[src/rtl/trap_pkg.sv]
// Shared definitions for the writeback trap/CSR-commit controller:
// CSR op encodings, trap cause codes and controller states.
package trap_pkg;

    typedef enum logic [1:0] {
        CSR_NONE = 2'd0,
        CSR_RW   = 2'd1,
        CSR_RS   = 2'd2,
        CSR_RC   = 2'd3
    } csr_op_t;

    localparam logic [3:0] CAUSE_ILLEGAL = 4'd2;
    localparam logic [3:0] CAUSE_BREAK   = 4'd3;
    localparam logic [3:0] CAUSE_ECALL_M = 4'd11;
    localparam logic [3:0] CAUSE_MSI     = 4'd3;
    localparam logic [3:0] CAUSE_MTI     = 4'd7;
    localparam logic [3:0] CAUSE_MEI     = 4'd11;

    typedef enum logic [1:0] {
        RUN   = 2'd0,
        FLUSH = 2'd1,
        WAIT  = 2'd2
    } state_t;

    // External beats software beats timer.
    function automatic logic [3:0] irq_cause(input logic eip, input logic sip);
        if (eip) return CAUSE_MEI;
        if (sip) return CAUSE_MSI;
        return CAUSE_MTI;
    endfunction

endpackage

[src/rtl/csr_alu.sv]
// Combinational CSR read-modify-write: new value and whether a write is due.
module csr_alu
    import trap_pkg::*;
(
    input  logic [1:0]  op,
    input  logic [31:0] old_value,
    input  logic [31:0] src,
    input  logic        src_nonzero,
    output logic [31:0] result,
    output logic        write_required
);

    // RS/RC with a zero source is a pure read and must not touch the CSR.
    always_comb begin
        result         = old_value;
        write_required = 1'b0;
        unique case (csr_op_t'(op))
            CSR_NONE: begin
                result         = old_value;
                write_required = 1'b0;
            end
            CSR_RW: begin
                result         = src;
                write_required = 1'b1;
            end
            CSR_RS: begin
                result         = old_value | src;
                write_required = src_nonzero;
            end
            CSR_RC: begin
                result         = old_value & ~src;
                write_required = src_nonzero;
            end
        endcase
    end

endmodule

[src/rtl/trap_unit.sv]
// Writeback trap and CSR-commit controller: retires instructions, performs
// CSR writes, arbitrates interrupts/exceptions/mret/wfi and redirects fetch.
module trap_unit
    import trap_pkg::*;
#(
    parameter int FLUSH_CYCLES = 2
) (
    input  logic        clk,
    input  logic        rst_n,
    input  logic        valid,
    output logic        ready,
    input  logic [31:0] pc,
    input  logic [31:0] next_pc,
    input  logic        exc_valid,
    input  logic [3:0]  exc_cause,
    input  logic        is_mret,
    input  logic        is_wfi,
    input  logic [1:0]  csr_op,
    input  logic        csr_src_nonzero,
    input  logic [11:0] csr_address,
    input  logic [31:0] csr_src,
    input  logic [31:0] csr_old,
    input  logic        csr_readable,
    input  logic        csr_writeable,
    output logic [31:0] csr_result,
    input  logic        eip,
    input  logic        tip,
    input  logic        sip,
    input  logic [31:0] trap_vector,
    input  logic [31:0] mret_vector,
    output logic        write_enable,
    output logic [11:0] write_address,
    output logic [31:0] write_data,
    output logic        retired,
    output logic        traped,
    output logic        mret,
    output logic [31:0] ecp,
    output logic [3:0]  trap_cause,
    output logic        interupt,
    output logic        fetch_redirect,
    output logic [31:0] fetch_target,
    output logic        flush
);

    localparam int CW = $clog2(FLUSH_CYCLES + 1);

    state_t        state, state_d;
    logic [CW-1:0] count, count_d;
    logic [31:0]   wfi_pc, wfi_pc_d;

    logic          retired_d, traped_d, mret_d, write_enable_d, fetch_redirect_d;
    logic [11:0]   write_address_d;
    logic [31:0]   write_data_d, csr_result_d, ecp_d, fetch_target_d;
    logic [3:0]    trap_cause_d;
    logic          interupt_d;

    logic          irq_any, illegal_csr, redirect;
    logic [31:0]   alu_result;
    logic          write_required;

    csr_alu u_csr_alu (
        .op             (csr_op),
        .old_value      (csr_old),
        .src            (csr_src),
        .src_nonzero    (csr_src_nonzero),
        .result         (alu_result),
        .write_required (write_required)
    );

    assign ready       = (state == RUN);
    assign irq_any     = eip | sip | tip;
    assign illegal_csr = (csr_op != CSR_NONE) &&
                         (!csr_readable || (write_required && !csr_writeable));

    always_comb begin
        state_d          = state;
        count_d          = count;
        wfi_pc_d         = wfi_pc;
        retired_d        = 1'b0;
        traped_d         = 1'b0;
        mret_d           = 1'b0;
        write_enable_d   = 1'b0;
        fetch_redirect_d = 1'b0;
        write_address_d  = write_address;
        write_data_d     = write_data;
        csr_result_d     = csr_result;
        ecp_d            = ecp;
        trap_cause_d     = trap_cause;
        interupt_d       = interupt;
        fetch_target_d   = fetch_target;
        redirect         = 1'b0;

        unique case (state)
            RUN: begin
                if (valid) begin
                    if (irq_any) begin
                        traped_d       = 1'b1;
                        interupt_d     = 1'b1;
                        ecp_d          = pc;
                        trap_cause_d   = irq_cause(eip, sip);
                        fetch_target_d = trap_vector;
                        redirect       = 1'b1;
                    end else if (exc_valid || illegal_csr) begin
                        traped_d       = 1'b1;
                        interupt_d     = 1'b0;
                        ecp_d          = pc;
                        trap_cause_d   = exc_valid ? exc_cause : CAUSE_ILLEGAL;
                        fetch_target_d = trap_vector;
                        redirect       = 1'b1;
                    end else if (is_mret) begin
                        mret_d         = 1'b1;
                        retired_d      = 1'b1;
                        fetch_target_d = mret_vector;
                        redirect       = 1'b1;
                    end else if (is_wfi) begin
                        retired_d = 1'b1;
                        wfi_pc_d  = next_pc;
                        state_d   = WAIT;
                    end else if (csr_op != CSR_NONE) begin
                        // Redirecting to next_pc serializes the pipeline behind the write.
                        write_enable_d  = write_required;
                        write_address_d = csr_address;
                        write_data_d    = alu_result;
                        csr_result_d    = csr_old;
                        retired_d       = 1'b1;
                        fetch_target_d  = next_pc;
                        redirect        = 1'b1;
                    end else begin
                        retired_d = 1'b1;
                    end
                end
            end
            FLUSH: begin
                if (count <= CW'(1)) state_d = RUN;
                else                 count_d = count - CW'(1);
            end
            WAIT: begin
                if (irq_any) begin
                    traped_d       = 1'b1;
                    interupt_d     = 1'b1;
                    ecp_d          = wfi_pc;
                    trap_cause_d   = irq_cause(eip, sip);
                    fetch_target_d = trap_vector;
                    redirect       = 1'b1;
                end
            end
            default: state_d = RUN;
        endcase

        if (redirect) begin
            fetch_redirect_d = 1'b1;
            count_d          = CW'(FLUSH_CYCLES);
            state_d          = FLUSH;
        end
    end

    always_ff @(posedge clk or negedge rst_n) begin
        if (!rst_n) begin
            state          <= RUN;
            count          <= '0;
            wfi_pc         <= '0;
            retired        <= 1'b0;
            traped         <= 1'b0;
            mret           <= 1'b0;
            write_enable   <= 1'b0;
            write_address  <= '0;
            write_data     <= '0;
            csr_result     <= '0;
            ecp            <= '0;
            trap_cause     <= '0;
            interupt       <= 1'b0;
            fetch_redirect <= 1'b0;
            fetch_target   <= '0;
            flush          <= 1'b0;
        end else begin
            state          <= state_d;
            count          <= count_d;
            wfi_pc         <= wfi_pc_d;
            retired        <= retired_d;
            traped         <= traped_d;
            mret           <= mret_d;
            write_enable   <= write_enable_d;
            write_address  <= write_address_d;
            write_data     <= write_data_d;
            csr_result     <= csr_result_d;
            ecp            <= ecp_d;
            trap_cause     <= trap_cause_d;
            interupt       <= interupt_d;
            fetch_redirect <= fetch_redirect_d;
            fetch_target   <= fetch_target_d;
            flush          <= (state_d == FLUSH);
        end
    end

endmodule

[config.mk]
export PLATFORM = sky130hd
export DESIGN_NAME = trap_unit
export DESIGN_NICKNAME = d
export VERILOG_FILES = /design/src/rtl/trap_pkg.sv /design/src/rtl/csr_alu.sv /design/src/rtl/trap_unit.sv
export SDC_FILE = /design/constraint.sdc
export NUM_CORES = 1
export LEC_CHECK = 0
export CORE_MARGIN = 5
export CORE_UTILIZATION = 44
export DETAILED_ROUTE_END_ITERATION = 16
export PLACE_DENSITY = 0.82
export SKIP_CTS_REPAIR_TIMING = 1
export SYNTH_ARGS = -nofsm -noshare
export SYNTH_HDL_FRONTEND = slang
export SYNTH_SLANG_ARGS = --single-unit
[constraint.sdc]
create_clock -name clk -period 2.45 [get_ports clk]
set_input_delay 0.49 -clock clk [delete_from_list [all_inputs] [get_ports clk]]
set_output_delay 0.49 -clock clk [all_outputs]
set_load 0.03 [all_outputs]
-- Word level (Yosys, flattened, before mapping)
Cells that the tools add are included.
Widths: inputs -> output; s select.
- output and inout bits: 152
- input port bits: 222
- memories: 0
- ROM bits: 0
- logic and storage cells: 141
- bits in writable memories: 0
- flip-flop bits (word level): 187
- latch bits: 0
- $mul: 0
- equal/unequal tests: 12
- reduce and logical (&&, ||, !) cells: 17
- mux-type cells: 85
- magnitude comparators: 1
- bitwise gates (word level): 9
- add/sub/neg operators: 1
- divide/modulo/power cells: 0
- shift-type cells: 0
- operators with widths (kind ; number):
    $mux 32 ; 11
    $pmux 32 s2 ; 2
    $pmux 32 s4 ; 1
    $mux 1 ; 44
    $mux 4 ; 11
    $and 32x32->32 ; 1
    $not 32->32 ; 1
    $or 32x32->32 ; 1
    $mux 2 ; 10
    $pmux 4 s2 ; 1
    $reduce_and 7->1 ; 1
    $eq 2x1->1 const B ; 3
    $eq 2x2->1 const B ; 3
    $ne 2x2->1 const B ; 3
    $pmux 1 s2 ; 3
    $pmux 2 s3 ; 1
    $reduce_and 6->1 ; 1
    $reduce_bool 2->1 ; 3
    $ne 5x1->1 const B ; 1
    $ne 5x3->1 const B ; 1
    $reduce_and 5->1 ; 1
    $logic_not 2->1 ; 2
    $not 1->1 ; 4
    $reduce_and 4->1 ; 1
    10 further kinds ; 14

-- Logic depth before layout (Yosys ltp)
Gate-level depths: netlist of run 1.
- depth after elaboration: 14
- mapped depth: 9
- gate-level depth less buffers: 6

-- By module
From an unflattened synthesis of run 1, not the netlist that was laid out.
- cells, all modules: 759
- area total of the unflattened synthesis: 9117.5 um^2
- by module, submodules not included (module ; area each (um^2) ; cells an instance ; instances):
    trap_unit ; 8105.3 ; 616 ; 1
    csr_alu ; 1012.2 ; 143 ; 1

-- Worst setup path before layout of run 1
Ideal clock, no wire load.
- kind: input port to flip-flop
- start: input port csr_op[1]
- end: register wfi_pc[10]
- data arrival time: 1.933 ns
- required time: 2.325 ns
- stages: 6
- path slack: 0.392 ns
- path through: buf_2 and3b_1 o21ai_4 nor4b_4 buf_6 mux2_4
- cells in the longest elaborated chain, start to end: 9
- elaborated cells on any way between the ends: 13
- those cells by class: 3 x eq/ne; 1 x mux; 1 x bitwise; 8 x reduce/logical
- RTL lines (element ; line ; text):
    start, declared ; trap_unit.sv:18 ; input logic [1:0] csr_op,
    $eq 2x2->1 ; csr_alu.sv:17 ; unique case (csr_op_t'(op))
    $reduce_or 2->1 (no line) ; n/a ;
    $pmux 1 s3 ; csr_alu.sv:17 ;
    $logic_and 1x1->1 ; trap_unit.sv:73 ; (!csr_readable || (write_required && !csr_writeable));
    $logic_or 1x1->1 ; trap_unit.sv:73 ;
    $logic_and 1x1->1 (*) ; trap_unit.sv:72 ; assign illegal_csr = (csr_op != CSR_NONE) &&
    $logic_or 1x1->1 (*) ; trap_unit.sv:103 ; end else if (exc_valid || illegal_csr) begin
    $not 1->1 (no line) (*) ; n/a ;
    $reduce_and 6->1 (no line) (*) ; n/a ;
    end signal, assigned ; trap_unit.sv:178 ; wfi_pc <= wfi_pc_d;
    end, declared ; trap_unit.sv:49 ; logic [31:0] wfi_pc, wfi_pc_d;
Every way passes the cells marked *; elsewhere a longest branch is shown, timed or not.
A chain may end at the register's enable or synchronous reset.

-- Worst setup path after layout of run 1
- start: register state[0]
- end: output port ready
- cells in the longest elaborated chain, start to end: 1
- RTL lines (element ; line ; text):
    start, declared ; trap_unit.sv:47 ; state_t state, state_d;
    start signal, assigned ; trap_unit.sv:176 ; state <= state_d;
    $logic_not 2->1 ; trap_unit.sv:70 ; assign ready = (state == RUN);
    end, declared ; trap_unit.sv:11 ; output logic ready,
Every way passes these cells.

==> results of run 1 <==
==> layer usage <==
metal | global-route usage, % | vias to the layer above
li1 | - | 3461
met1 | 29.3 | 3630
met2 | 40.8 | 289
met3 | 7.98 | 35
met4 | 8.07 | 0
met5 | 0 | -
==> worst reg2reg max path, stage by stage, from the launching register on <==
cell and delay [ns]:
dfrtp_1 0.43, or3b_1 0.47, nor4_2 0.26, nand2b_4 0.19, buf_4 0.24, mux2_4 0.33
==> worst max path at each step <==
stage,end,slack [ns],depth (start not counted)
global route,ready,0.15,2
CTS,ready,0.17,2
finish,ready,0.23,2
global placement,wfi_pc[31]$_DFFE_PN0P_,-0.15,7
detailed placement,csr_result[14]$_DFFE_PN0P_,-0.17,7
floorplan,wfi_pc[10]$_DFFE_PN0P_,0.39,6
==> per-stage QoR <==
stage	power, µW	setup TNS (ns)
floorplan	6550	0
global placement	8880	-6.53
detailed placement	9000	-9.40
CTS	11800	0
global route	12300	0
finish	11700	0
==> cell type report <==
cell class,count,area (µm²),share of cell area [%]
clock inverter,13,133,0.947
tap,270,338,2.41
sequential,187,4680,33.4
inverter,4,15.0,0.107
clock buffer,19,443,3.16
multi-input combinational,513,4140,29.5
antenna,2,5.00,0.0357
timing repair buffer,414,4260,30.4
==> layout by cell type (no fill, tap or decap), types with 18 or more instances in the layout <==
master,count
mux2_2,66
buf_4,23
nand2_1,135
dfrtp_1,187
mux2_4,74
clkdlybuf4s50_1,370
buf_12,18
mux2i_1,64
o221ai_1,32
o21ai_0,99
==> state kept, by name, summed over array words and instances, names as in the netlist, 2 cells and up <==
signal and cells:
count 2, fetch_target 32, wfi_pc 32, write_address 12, csr_result 32, trap_cause 4, state 2, write_data 32
ecp 32
==> report_power, final <==
part	switching [µW]	internal, µW
Sequential	428	3810
Combinational	2590	2100
Clock	1300	1470
Total	4320	7370
==> kinds of logic after synthesis <==
| logic type | synth area share [%] |
|---|---|
| buf+inv | 3.51 |
| mux | 27.4 |
| xor+xnor | 0.0961 |
| simple gates | 7.66 |
| fa+ha+maj | 0.137 |
| compound gates | 9.88 |
| flops | 51.3 |
==> summary.txt, run 1 <==
Synth
  – Synth top area cells: dfrtp_1 (51%), mux2_4 (12%), mux2_2 (8.2%), mux2i_1 (7.0%), nand2_1 (5.6%)
  – Yosys top cell area share: 51.3%
  – Top-count cell post-synth: dfrtp_1
  – Post-synth top cells: dfrtp_1 (187), nand2_1 (136), o21ai_0 (99)
  – Post-synth top flop: dfrtp_1
  – Synth cell types: 41
  – Mean post-synth cell area: approximately 12 µm²
  – EDFF count, synth: 0
  – Post-synth design cell area: ~0.0091 mm²
  – Mapped Nets: 980
  – Flops & latches, synth: 187
  – Gate Count Post-Synth: about 760
  – Share of flip-flops with an asynchronous set or reset: 100%
  – Area leader, netlist: dfrtp_1
  – Sequential share of the synthesized area: 51.3%
  – Synth warn: 0

Timing
  – Final period util: a little over 90%
  – Fin Hold WS: 0.0455 ns
  – RSZ-0062 raised after global routing: no
  – Final Hold Fails: 0
  – F_max: around 450 MHz
  – Final worst slack: between 0.2 and 0.25 ns
  – Clock skew: roughly 0.015 ns
  – Worst slew pin tran: ~0.5 ns
  – Fin. max-slew vios: 0
  – Min cycle time layout: approximately 2.2 ns
  – # setup viols final: 0
  – Slew headroom: between 60% and 70%

Placed design
  – Cell Area, Placed: between 0.01 and 0.015 mm²
  – DP HPWL: approximately 23,000 µm
  – GPL Wtd Cong: between 0.7 and 0.8
  – # placed instances: ~1,400
  – IO buf count: 373
  – Worst slack, placed: -0.174 ns

Setup path
  – Arrival time at the worst endpoint: ~1.7 ns
  – Worst reg-to-reg setup slack: 0.43 ns
  – FF-to-FF path depth: 5
  – Cell Chain, Critical Path: nor2_1 -> clkdlybuf4s50_1
  – Reg2reg start: state[1]$_DFF_PN0_
  – CP Class: flip-flop to output port
  – Endpoint class of the critical path: output port
  – Top cell family by delay on the critical path: buffers and inverters
  – CP max-delay cell: clkdlybuf4s50_1
  – RR Endpoint: csr_result[14]$_DFFE_PN0P_
  – CP max FO: 6
  – Slowest stage delay, CP: about 0.72 ns
  – Crit path buf inv count: 1
  – Worst Path Required: 1.96 ns
  – CP startpoint: state[0]$_DFF_PN0_
  – CP startpoint kind: flip-flop

Route
  – WL met2: approximately 14,000 µm
  – Iter 0 DRT Violations: 270
  – DR top layer: met4
  – Vias/cell: between 5 and 6
  – Total Routed Length: 29,300 µm
  – Met1 WL: approximately 12,000 µm
  – Antenna Nets Post-Route: 0
  – DR DRC count: 0
  – Routed WL per cell: slightly above 20 µm
  – Total number of vias: 7,415
  – WL met3: 2520 µm
  – Drt first pass iters: 5

Clock tree
  – Reg clk slew, reported paths: about 0.070 ns
  – TritonCTS clock tree: done
  – Sink Count: 187
  – CTS Buf Count: 17
  – H-tree levels: 4
  – Root Driver: clkbuf_16
  – Longest Clk Path Bufs: 2
  – Clock latency at the later pin of the worst-skew pair: roughly 0.42 ns

Die
  – Die Y: 154 µm
  – Die area: 0.0237 mm²
  – I/O pin total: roughly 370
  – CORE AREA: slightly above 0.02 mm²
  – Starting Density: between 40% and 50%
  – Core Rows: 52
  – Width of the die: 154 µm

Cells and area
  – Final core occ: 69.0%
  – Share of layout cells above drive strength 1: 19.7%
  – Post-Layout Cell Count: ~1,400
  – Filler Cell Count: about 1,500
  – NumNets Final: between 1,000 and 1,500
  – P&R area growth vs syn: 53.7%
  – Post-route cell area: about 0.014 mm²

Job
  – Max-cap violations: 0

Global routing
  – Antenna violations before repair: 2
  – First-pass GRT wire length: 44,900 µm
  – Vias in the first global route: 7,781
  – All-Layer GR Usage: between 20% and 30%
  – Largest net degree at the start of global routing: 55
  – Total gr overflow: 0

Pwr
  – P per Cell Area: around 830 mW/mm²
  – Leakage: 0.00602 µW
  – Worst VDD drop: 668 µV

Status
  – Status: finished, final reports clean

Worst hold path
  – Hold Crit Class: input pin to async pin
No activity file was read; power rests on OpenSTA's default activity.
==> inputs of run 2 (changes only) <==
==> constraint.sdc (replaced) <==
create_clock -name clk -period 2.45 [get_ports clk]
set_input_delay 0.49 -clock clk [delete_from_list [all_inputs] [get_ports clk]]
set_output_delay 0.49 -clock clk [all_outputs]
set_load 0.02 [all_outputs]
==> results of run 2 <==
Same layout as run 1 (identical final DEF). Status: finished, final reports clean.
Among the figures that moved: setup slack after layout 0.226 ns -> 0.269 ns; start point of the critical path state[0]$_DFF_PN0_ -> sip; end point of the critical path ready -> wfi_pc[31]$_DFFE_PN0P_; total power 11700 µW -> 11200 µW; worst IR drop on VDD 668 µV -> 609 µV
==> inputs of run 3 (changes only) <==
--- a/config.mk
+++ b/config.mk
@@ -10,6 +10,7 @@
 export DETAILED_ROUTE_END_ITERATION = 16
 export PLACE_DENSITY = 0.82
 export SKIP_CTS_REPAIR_TIMING = 1
+export SLEW_MARGIN = 20
 export SYNTH_ARGS = -nofsm -noshare
 export SYNTH_HDL_FRONTEND = slang
 export SYNTH_SLANG_ARGS = --single-unit
==> results of run 3 <==
Same layout as run 1 (identical final DEF). Status: finished, final reports clean.
Among the figures that moved: setup slack after layout 0.226 ns -> 0.269 ns; start point of the critical path state[0]$_DFF_PN0_ -> sip; end point of the critical path ready -> wfi_pc[31]$_DFFE_PN0P_; total power 11700 µW -> 11200 µW; worst IR drop on VDD 668 µV -> 609 µV
